--- config.mk ---
export PLATFORM = sky130hd
export DESIGN_NAME = seq_divider
export DESIGN_NICKNAME = d
export VERILOG_FILES = /design/src/rtl/div_pkg.sv /design/src/rtl/div_lzc.sv /design/src/rtl/seq_divider.sv
export SDC_FILE = /design/constraint.sdc
export NUM_CORES = 1
export LEC_CHECK = 0
export ABC_AREA = 1
export CORE_MARGIN = 4
export CORE_UTILIZATION = 35
export CTS_BUF_LIST = sky130_fd_sc_hd__clkbuf_8
export CTS_CLUSTER_DIAMETER = 100
export CTS_CLUSTER_SIZE = 10
export DETAILED_ROUTE_END_ITERATION = 16
export GPL_TIMING_DRIVEN = 0
export PLACE_DENSITY_LB_ADDON = 0.08
export SYNTH_ARGS = -nofsm -noshare
export SYNTH_HDL_FRONTEND = slang
export SYNTH_SLANG_ARGS = --single-unit
--- constraint.sdc ---
create_clock -name clk_i -period 18.7 [get_ports clk_i]
set_clock_uncertainty 0.2 [all_clocks]
set_input_delay 3.74 -clock clk_i [delete_from_list [all_inputs] [get_ports clk_i]]
set_output_delay 3.74 -clock clk_i [all_outputs]
set_load 0.05 [all_outputs]
--- src/rtl/div_pkg.sv ---
// Shared FSM encoding and error_o codes for the sequential divider.
package div_pkg;

  typedef enum logic [2:0] {
    S_IDLE  = 3'd0,
    S_CHECK = 3'd1,
    S_NORM  = 3'd2,
    S_ITER  = 3'd3,
    S_FIX   = 3'd4,
    S_DONE  = 3'd5
  } state_t;

  localparam logic [1:0] ERR_OK      = 2'b00;
  localparam logic [1:0] ERR_DIV0    = 2'b01;
  localparam logic [1:0] ERR_OVF     = 2'b10;
  localparam logic [1:0] ERR_ILLEGAL = 2'b11;

endpackage

--- src/rtl/div_lzc.sv ---
// Combinational leading-zero counter; an all-zero input yields WIDTH.
module div_lzc #(
  parameter int WIDTH = 32
) (
  input  logic [WIDTH-1:0]             a,
  output logic [$clog2(WIDTH+1)-1:0]   cnt
);

  localparam int CW = $clog2(WIDTH+1);

  // Later (higher) set bits override earlier ones, so the MSB-most one wins.
  always_comb begin
    cnt = CW'(WIDTH);
    for (int i = 0; i < WIDTH; i++) begin
      if (a[i]) cnt = CW'(WIDTH - 1 - i);
    end
  end

endmodule

--- src/rtl/seq_divider.sv ---
// Radix-2 restoring sequential divider, signed/unsigned, with optional
// early termination on dividend leading zeros.
module seq_divider
  import div_pkg::*;
#(
  parameter int WIDTH      = 32,
  parameter bit EARLY_TERM = 1'b1
) (
  input  logic             clk_i,
  input  logic             rst_i,
  input  logic             valid_i,
  input  logic             unsigned_mode,
  input  logic             out_type,
  input  logic [WIDTH-1:0] n_i,
  input  logic [WIDTH-1:0] d_i,
  output logic             busy_o,
  output logic             ready_o,
  output logic [WIDTH-1:0] q_o,
  output logic [WIDTH-1:0] r_o,
  output logic [WIDTH-1:0] result_o,
  output logic [1:0]       error_o
);

  localparam int CW = $clog2(WIDTH+1);

  state_t           state_q, state_d;
  logic [WIDTH-1:0] n_q, d_q, mag_n_q, mag_d_q, dvd_q, rem_q, quo_q;
  logic             uns_q, sel_q_q, sn_q, sd_q;
  logic [CW-1:0]    cnt_q, lzc;

  logic             n_neg, d_neg, chk_div0, chk_ovf, chk_zero, chk_done;
  logic [WIDTH-1:0] chk_q, chk_r, fix_q, fix_r, rem_nx;
  logic [1:0]       chk_err;
  logic [CW-1:0]    k_c, shift_c;
  logic [WIDTH:0]   rem_sh, trial;
  logic             qbit;

  div_lzc #(.WIDTH(WIDTH)) u_lzc (
    .a   (mag_n_q),
    .cnt (lzc)
  );

  // Special-case screening on the latched operands
  always_comb begin
    n_neg    = ~uns_q & n_q[WIDTH-1];
    d_neg    = ~uns_q & d_q[WIDTH-1];
    chk_div0 = (d_q == '0);
    chk_ovf  = ~uns_q & (n_q == {1'b1, {(WIDTH-1){1'b0}}}) & (&d_q);
    chk_zero = (n_q == '0);
    chk_done = chk_div0 | chk_ovf | chk_zero;
    chk_q    = '0;
    chk_r    = '0;
    chk_err  = ERR_OK;
    if (chk_div0) begin
      chk_q   = '1;
      chk_r   = n_q;
      chk_err = ERR_DIV0;
    end else if (chk_ovf) begin
      chk_q   = n_q;
      chk_err = ERR_OVF;
    end
  end

  // Iteration count and pre-shift, restoring step, sign fix-up
  always_comb begin
    k_c     = EARLY_TERM ? (CW'(WIDTH) - lzc) : CW'(WIDTH);
    shift_c = EARLY_TERM ? lzc : '0;
    rem_sh  = {rem_q, dvd_q[WIDTH-1]};
    trial   = rem_sh - {1'b0, mag_d_q};
    qbit    = ~trial[WIDTH];
    rem_nx  = qbit ? trial[WIDTH-1:0] : rem_sh[WIDTH-1:0];
    fix_q   = (~uns_q & (sn_q ^ sd_q)) ? -quo_q : quo_q;
    fix_r   = (~uns_q & sn_q) ? -rem_q : rem_q;
  end

  always_comb begin
    state_d = state_q;
    case (state_q)
      S_IDLE:  if (valid_i) state_d = S_CHECK;
      S_CHECK: state_d = chk_done ? S_DONE : S_NORM;
      S_NORM:  state_d = S_ITER;
      S_ITER:  if (cnt_q == CW'(1)) state_d = S_FIX;
      S_FIX:   state_d = S_DONE;
      S_DONE:  state_d = S_IDLE;
      default: state_d = S_IDLE;
    endcase
  end

  // Datapath registers carry no reset; control below qualifies their use
  always_ff @(posedge clk_i) begin
    case (state_q)
      S_IDLE: if (valid_i) begin
        n_q     <= n_i;
        d_q     <= d_i;
        uns_q   <= unsigned_mode;
        sel_q_q <= out_type;
      end
      S_CHECK: begin
        sn_q    <= n_neg;
        sd_q    <= d_neg;
        mag_n_q <= n_neg ? -n_q : n_q;
        mag_d_q <= d_neg ? -d_q : d_q;
      end
      S_NORM: begin
        dvd_q <= mag_n_q << shift_c;
        rem_q <= '0;
        quo_q <= '0;
        cnt_q <= k_c;
      end
      S_ITER: begin
        dvd_q <= dvd_q << 1;
        rem_q <= rem_nx;
        quo_q <= {quo_q[WIDTH-2:0], qbit};
        cnt_q <= cnt_q - CW'(1);
      end
      default: ;
    endcase
  end

  always_ff @(posedge clk_i or posedge rst_i) begin
    if (rst_i) begin
      state_q  <= S_IDLE;
      ready_o  <= 1'b0;
      q_o      <= '0;
      r_o      <= '0;
      result_o <= '0;
      error_o  <= ERR_OK;
    end else begin
      state_q <= state_d;
      ready_o <= 1'b0;
      case (state_q)
        S_CHECK: if (chk_done) begin
          q_o      <= chk_q;
          r_o      <= chk_r;
          result_o <= sel_q_q ? chk_q : chk_r;
          error_o  <= chk_err;
          ready_o  <= 1'b1;
        end
        S_FIX: begin
          q_o      <= fix_q;
          r_o      <= fix_r;
          result_o <= sel_q_q ? fix_q : fix_r;
          error_o  <= ERR_OK;
          ready_o  <= 1'b1;
        end
        S_IDLE, S_NORM, S_ITER, S_DONE: ;
        default: begin
          error_o <= ERR_ILLEGAL;
          ready_o <= 1'b1;
        end
      endcase
    end
  end

  assign busy_o = (state_q != S_IDLE);

endmodule

After elaboration in Yosys (flattened, before gate mapping)
Index checks and enable logic that the tools add are counted.
- register bits: 336
- bits in latches: 0
- bits in writable memories: 0
- memory bits (read-only): 0
- bits of input ports: 69
- output and inout port bits: 100
- word-level logic and storage cells: 122
- memories kept: 0
- add/subtract/negate cells: 7
- multiply operators: 0
- divide/modulo/power cells: 0
- magnitude comparators: 0
- eq/ne operators: 10
- shifts and indexed selects: 1
- muxes and demuxes: 62
- bitwise operators: 12
- reduce and logical (&&, ||, !) cells: 12
- operators by type and width (cell ; count):
    2-to-1 mux 32 bit ; 13
    one-hot mux 32 bit (2 select lines) ; 6
    2-to-1 mux 6 bit ; 32
    negator 32 bit ; 4
    logical NOT 32 bit ; 2
    subtractor 33 x 32 -> 33 bit ; 1
    equality test 32 bit, second input constant ; 1
    AND reduction 32 bit ; 1
    << shifter 32 x 6 -> 32 bit ; 1
    one-hot mux 3 bit (5 select lines) ; 1
    one-hot mux 6 bit (2 select lines) ; 1
    2-to-1 mux 3 bit ; 3
    AND reduction 2 bit ; 4
    AND 1 bit ; 6
    equality test 3 x 2 -> 1 bit, second input constant ; 2
    equality test 3 bit, second input constant ; 2
    equality test 6 x 1 -> 1 bit, second input constant ; 1
    2-to-1 mux 2 bit ; 3
    inequality test 2 bit, second input constant ; 3
    one-hot mux 2 bit (3 select lines) ; 1
    subtractor 6 x 1 -> 6 bit, second input constant ; 1
    subtractor 6 bit, first input constant ; 1
    nonzero test 2 bit ; 2
    OR reduction 4 bit ; 1
    8 further kinds ; 11

Logic depth before layout (Yosys ltp)
- word-level depth: 34
- gate-level depth with buffers: 42

Modules after synthesis
A second synthesis with hierarchy kept.
- cell total of the unflattened synthesis: 2983
- area total of the unflattened synthesis: 22033.6 µm²
- modules (own cells, without submodules) (module ; instances ; cells each ; area each (µm²)):
    seq_divider ; 1 ; 2873 ; 21584.5
    div_lzc ; 1 ; 110 ; 449.2

Worst setup path after synthesis
No wires, ideal clock.
- kind: input to register
- start point: input port valid_i
- end point: register d_q[0] (enable)
- setup time: 490 ps
- data arrival time: 6517 ps
- required time: 18010 ps
- path slack: 11493 ps
- stages on the path: 2
- buffers on the path: 0
- cells stage by stage: inv_1 nor2_1
- word-level cells in the longest chain between the ends: 1
- ends and longest elaborated chain (item ; line ; RTL):
    start, declared ; seq_divider.sv:11 ; input logic valid_i,
    AND reduction 2 bit (no line) ; -- ;
    end signal, assigned ; seq_divider.sv:94 ; d_q <= d_i;
    end, declared ; seq_divider.sv:27 ; logic [WIDTH-1:0] n_q, d_q, mag_n_q, mag_d_q, dvd_q, rem_q, quo_q;
Every way passes these cells.
A chain may end at the register's enable or synchronous reset.

Final worst setup path
- start point: register state_q[2]
- end point: output port busy_o
- word-level cells in the longest chain between the ends: 1
- ends and longest elaborated chain (item ; line ; RTL):
    start, declared ; seq_divider.sv:26 ; state_t state_q, state_d;
    start signal, assigned ; seq_divider.sv:129 ; state_q <= state_d;
    nonzero test 3 bit ; seq_divider.sv:155 ; assign busy_o = (state_q != S_IDLE);
    end, declared ; seq_divider.sv:16 ; output logic busy_o,
Every way passes these cells.

==> run summary <==
SETUP PATH
-----------------------------------------------------------------------------------------------
Type of origin of the critical path                                                        flop
Cell-by-cell trace of the critical path                                            inv_1 > nand2_1 > clkdlybuf4s50_1
CP max-delay cell                                                                  sky130_fd_sc_hd__clkdlybuf4s50_1
Worst path required time                                                               14.76 ns
CP Class                                                                             reg -> out
Max incr delay on CP                                                                    0.87 ns
Crit-path max FO                                                                              4
Crit end category                                                                   output port
Critical Path AT                                                                        2.33 ns

GLOBAL ROUTING
-----------------------------------------------------------------------------------------------
GR Util All Layers                                                                        0.238
Wire length of the first global-routing pass                                             109 mm
Number of global-route vias before repair                                                17,200
Number of antenna violations at the first check in global routing                             2
Pin count of the biggest net entering global routing                                         66
Overflow after GRT                                                                            0

STA
-----------------------------------------------------------------------------------------------
Final number of setup-violating endpoints                                                     0
Setup repair after global routing missed its margin                                          no
Final critical delay including setup and external delays                                6.27 ns
Worst slew margin                                                                         0.267
Final TNS setup                                                                            0 ns
Final worst hold slack                                                                 0.278 ns
Fmax                                                                                    159 MHz
Max Transition Viols Final                                                                    0
Endpoints failing hold                                                                        0
Period utilization                                                                        0.335
Worst-margin pin slew                                                                   1.09 ns

SYNTH
-----------------------------------------------------------------------------------------------
Number of enable-type register cells in the synthesized netlist                             234
Number of synthesized register bits                                                         336
Number of standard cells after synthesis                                                  2,386
Post-synthesis net count                                                                  2,496
Cell with the most instances after synthesis                                       sky130_fd_sc_hd__nand2_1
Synthesis warning total                                                                       0
Commonest cells in the netlist                                                     sky130_fd_sc_hd__nand2_1, sky130_fd_sc_hd__inv_1, sky130_fd_sc_hd__nor2_1, sky130_fd_sc_hd__edfxtp_1, sky130_fd_sc_hd__nand3_1
Synthesized area divided by synthesized cell count                                    8.40 um^2
Yosys top cell area share                                                                 0.351
Cell type with the highest aggregate area in the netlist                           sky130_fd_sc_hd__edfxtp_1
Flip-flop cell with the highest count after synthesis                              sky130_fd_sc_hd__edfxtp_1
Cell area after synthesis                                                           20,000 um^2
Cell variety after synth                                                                     58
Share of the yosys chip area belonging to registers                                       0.478
Asr flop ratio synth                                                                      0.304
Synth top area cells                                                               sky130_fd_sc_hd__edfxtp_1, sky130_fd_sc_hd__dfrtp_1, sky130_fd_sc_hd__nand2_1, sky130_fd_sc_hd__xor2_1, sky130_fd_sc_hd__nand3_1

CLOCKING
-----------------------------------------------------------------------------------------------
Clock tree root driver cell                                                        sky130_fd_sc_hd__clkbuf_8
Total CTS buffers                                                                            40
Number of setup buffers added after CTS                                                       0
Clock input transition at the sequential cells of the worst setup and hold paths        0.09 ns
Total clock sinks                                                                           336
Clk buf depth                                                                                 3
TritonCTS clock tree                                                                       done
Post-cts gate resize count                                                                    0
CTS hold repair buffers                                                                       0
CTS H-tree depth                                                                              2
Clk_lat worst skew                                                                      0.64 ns

DIE
-----------------------------------------------------------------------------------------------
Number of ports placed on the die boundary                                                  169
Die footprint                                                                       61,100 um^2
Initial core utilization                                                                  0.355
Count of standard-cell rows                                                                  87
Die outline height                                                                       247 um
Horizontal die dimension                                                                 247 um
Placeable Area                                                                      56,500 um^2

ROUTE
-----------------------------------------------------------------------------------------------
DR WL/cell                                                                              21.8 um
Aggregate routed wire length                                                            73.7 mm
# DRC                                                                                         0
Vias per cell                                                                              5.26
Via count                                                                                17,800
Number of detailed-routing iterations run before antenna repair                               5
DRT antenna net count                                                                         0
Iter 0 DRT Violations                                                                     1,617

JOB
-----------------------------------------------------------------------------------------------
Max-Cap Viols                                                                                 0

PWR
-----------------------------------------------------------------------------------------------
Largest voltage drop on the vdd net                                                 0.0000854 V
Cell leakage power                                                                      9.78 nW
Power Density                                                                       186 nW/um^2

RUN STATUS
-----------------------------------------------------------------------------------------------
Result of the run                                                                  complete, no violations

LAYOUT
-----------------------------------------------------------------------------------------------
Final cell count without fillers                                                          3,384
Fraction of final layout cells sized beyond drive strength 1                             0.0643
Number of nets at the end of the flow                                                     2,714
P&R area growth vs syn                                                                    17.4%

PLACE
-----------------------------------------------------------------------------------------------
DP HPWL                                                                                 59.0 mm
# placed instances                                                                        3,318
Global placement routability congestion                                                   0.940
Number of input and output port buffers inserted                                            168

HOLD PATH
-----------------------------------------------------------------------------------------------
Worst hold path class                                                                reg -> reg

[state kept, by name, indices dropped and copies added (netlist names), 2 cells and up]
register,flops
n_q,32
mag_n_q,32
d_q,32
result_o,32
rem_q,32
state_q,3
quo_q,32
r_o,32
q_o,32
mag_d_q,32
dvd_q,32
cnt_q,6
error_o,2
[cell families after synthesis]
| logic type | count (synthesis) | synth area share |
|---|---|---|
| AOI/OAI and AO/OA | 407 | 0.119 |
| xor gates and xnor gates | 148 | 0.0647 |
| adders and majority gates | 41 | 0.0260 |
| buffers and inverters | 384 | 0.0764 |
| DFF | 336 | 0.478 |
| and+or+nand+nor | 1070 | 0.235 |
[layer usage]
layer / GRT usage / wire [um] / vias up
li1: - / - / 8472
met1: 0.350 / 34300 / 8595
met2: 0.370 / 32700 / 630
met3: 0.0322 / 5040 / 104
met4: 0.0594 / 1750 / 2
met5: 0 / 13 / -
[placed cells by master (no fill, tap or decap), types with 7 or more instances in the layout]
master                            instances
sky130_fd_sc_hd__xnor2_1                 19
sky130_fd_sc_hd__clkdlybuf4s50_1        168
sky130_fd_sc_hd__inv_1                  276
sky130_fd_sc_hd__ha_1                    40
sky130_fd_sc_hd__clkbuf_8                40
sky130_fd_sc_hd__nand4_1                 28
sky130_fd_sc_hd__dfrtp_1                102
sky130_fd_sc_hd__clkbuf_1                62
sky130_fd_sc_hd__a31oi_1                 37
sky130_fd_sc_hd__clkinv_1                 9
sky130_fd_sc_hd__nand3_1                214
sky130_fd_sc_hd__o21ai_1                 56
sky130_fd_sc_hd__a21oi_2                 10
sky130_fd_sc_hd__o211ai_1                41
sky130_fd_sc_hd__edfxtp_1               234
sky130_fd_sc_hd__nor3_1                  27
sky130_fd_sc_hd__nand2_2                  9
sky130_fd_sc_hd__buf_2                   21
sky130_fd_sc_hd__o21bai_1                19
sky130_fd_sc_hd__nor2_1                 253
sky130_fd_sc_hd__a21oi_1                118
sky130_fd_sc_hd__inv_2                   20
sky130_fd_sc_hd__xor2_1                 129
sky130_fd_sc_hd__o21ai_0                 94
sky130_fd_sc_hd__nor3_2                  21
sky130_fd_sc_hd__buf_1                    7
sky130_fd_sc_hd__nand2_1                466
sky130_fd_sc_hd__nor4_1                  23
[path summary, 6_finish.rpt]
check	startpoint	endpoint	slack (ns)	depth (start not counted)
max	state_q[2]	busy_o	12.43	3
max reg2reg	d_q[0]	r_o[5]	14.08	17
min reg2reg	q_o[3]	q_o[3]	0.28	2
max in group asynchronous	rst_i	r_o[27]	14.24	3
min	q_o[3]	q_o[3]	0.28	2
min in group asynchronous	rst_i	error_o[0]	3.29	2
[per-stage QoR]
stage               area [um^2]  worst slack [ns]  utilization  total power [W]
CTS                       23500             12.40        0.416          0.00437
detailed placement        22900             12.89        0.405          0.00387
floorplan                 20000             11.49            -          0.00300
global placement          22700              6.14        0.401          0.00387
global route              23500             12.36        0.416          0.00466
finish                    23500             12.43        0.416          0.00437
[layout make-up]
cell class	instances	area, um^2
sequential	336	9580
clock buffer	40	551
antenna	1	2.50
buffer	98	454
timing repair buffer	176	1860
fill	5691	33000
clock inverter	25	113
multi-input combinational	1666	8950
inverter	286	1080
tap	756	946
[power by group]
group | total [W] | leakage [nW] | switching (W) | internal [W]
registers | 0.00144 | 3.49 | 0.000251 | 0.00119
logic | 0.00243 | 5.87 | 0.00168 | 0.000750
clock network | 0.000489 | 0.409 | 0.000289 | 0.000200
[worst max-delay path: cells and delay by family (launching register included)]
family        cells  cell delay, ns
flops             1            0.48
buf+inv           2            0.98
simple gates      1            0.26
(Power assumes the default switching activity.)
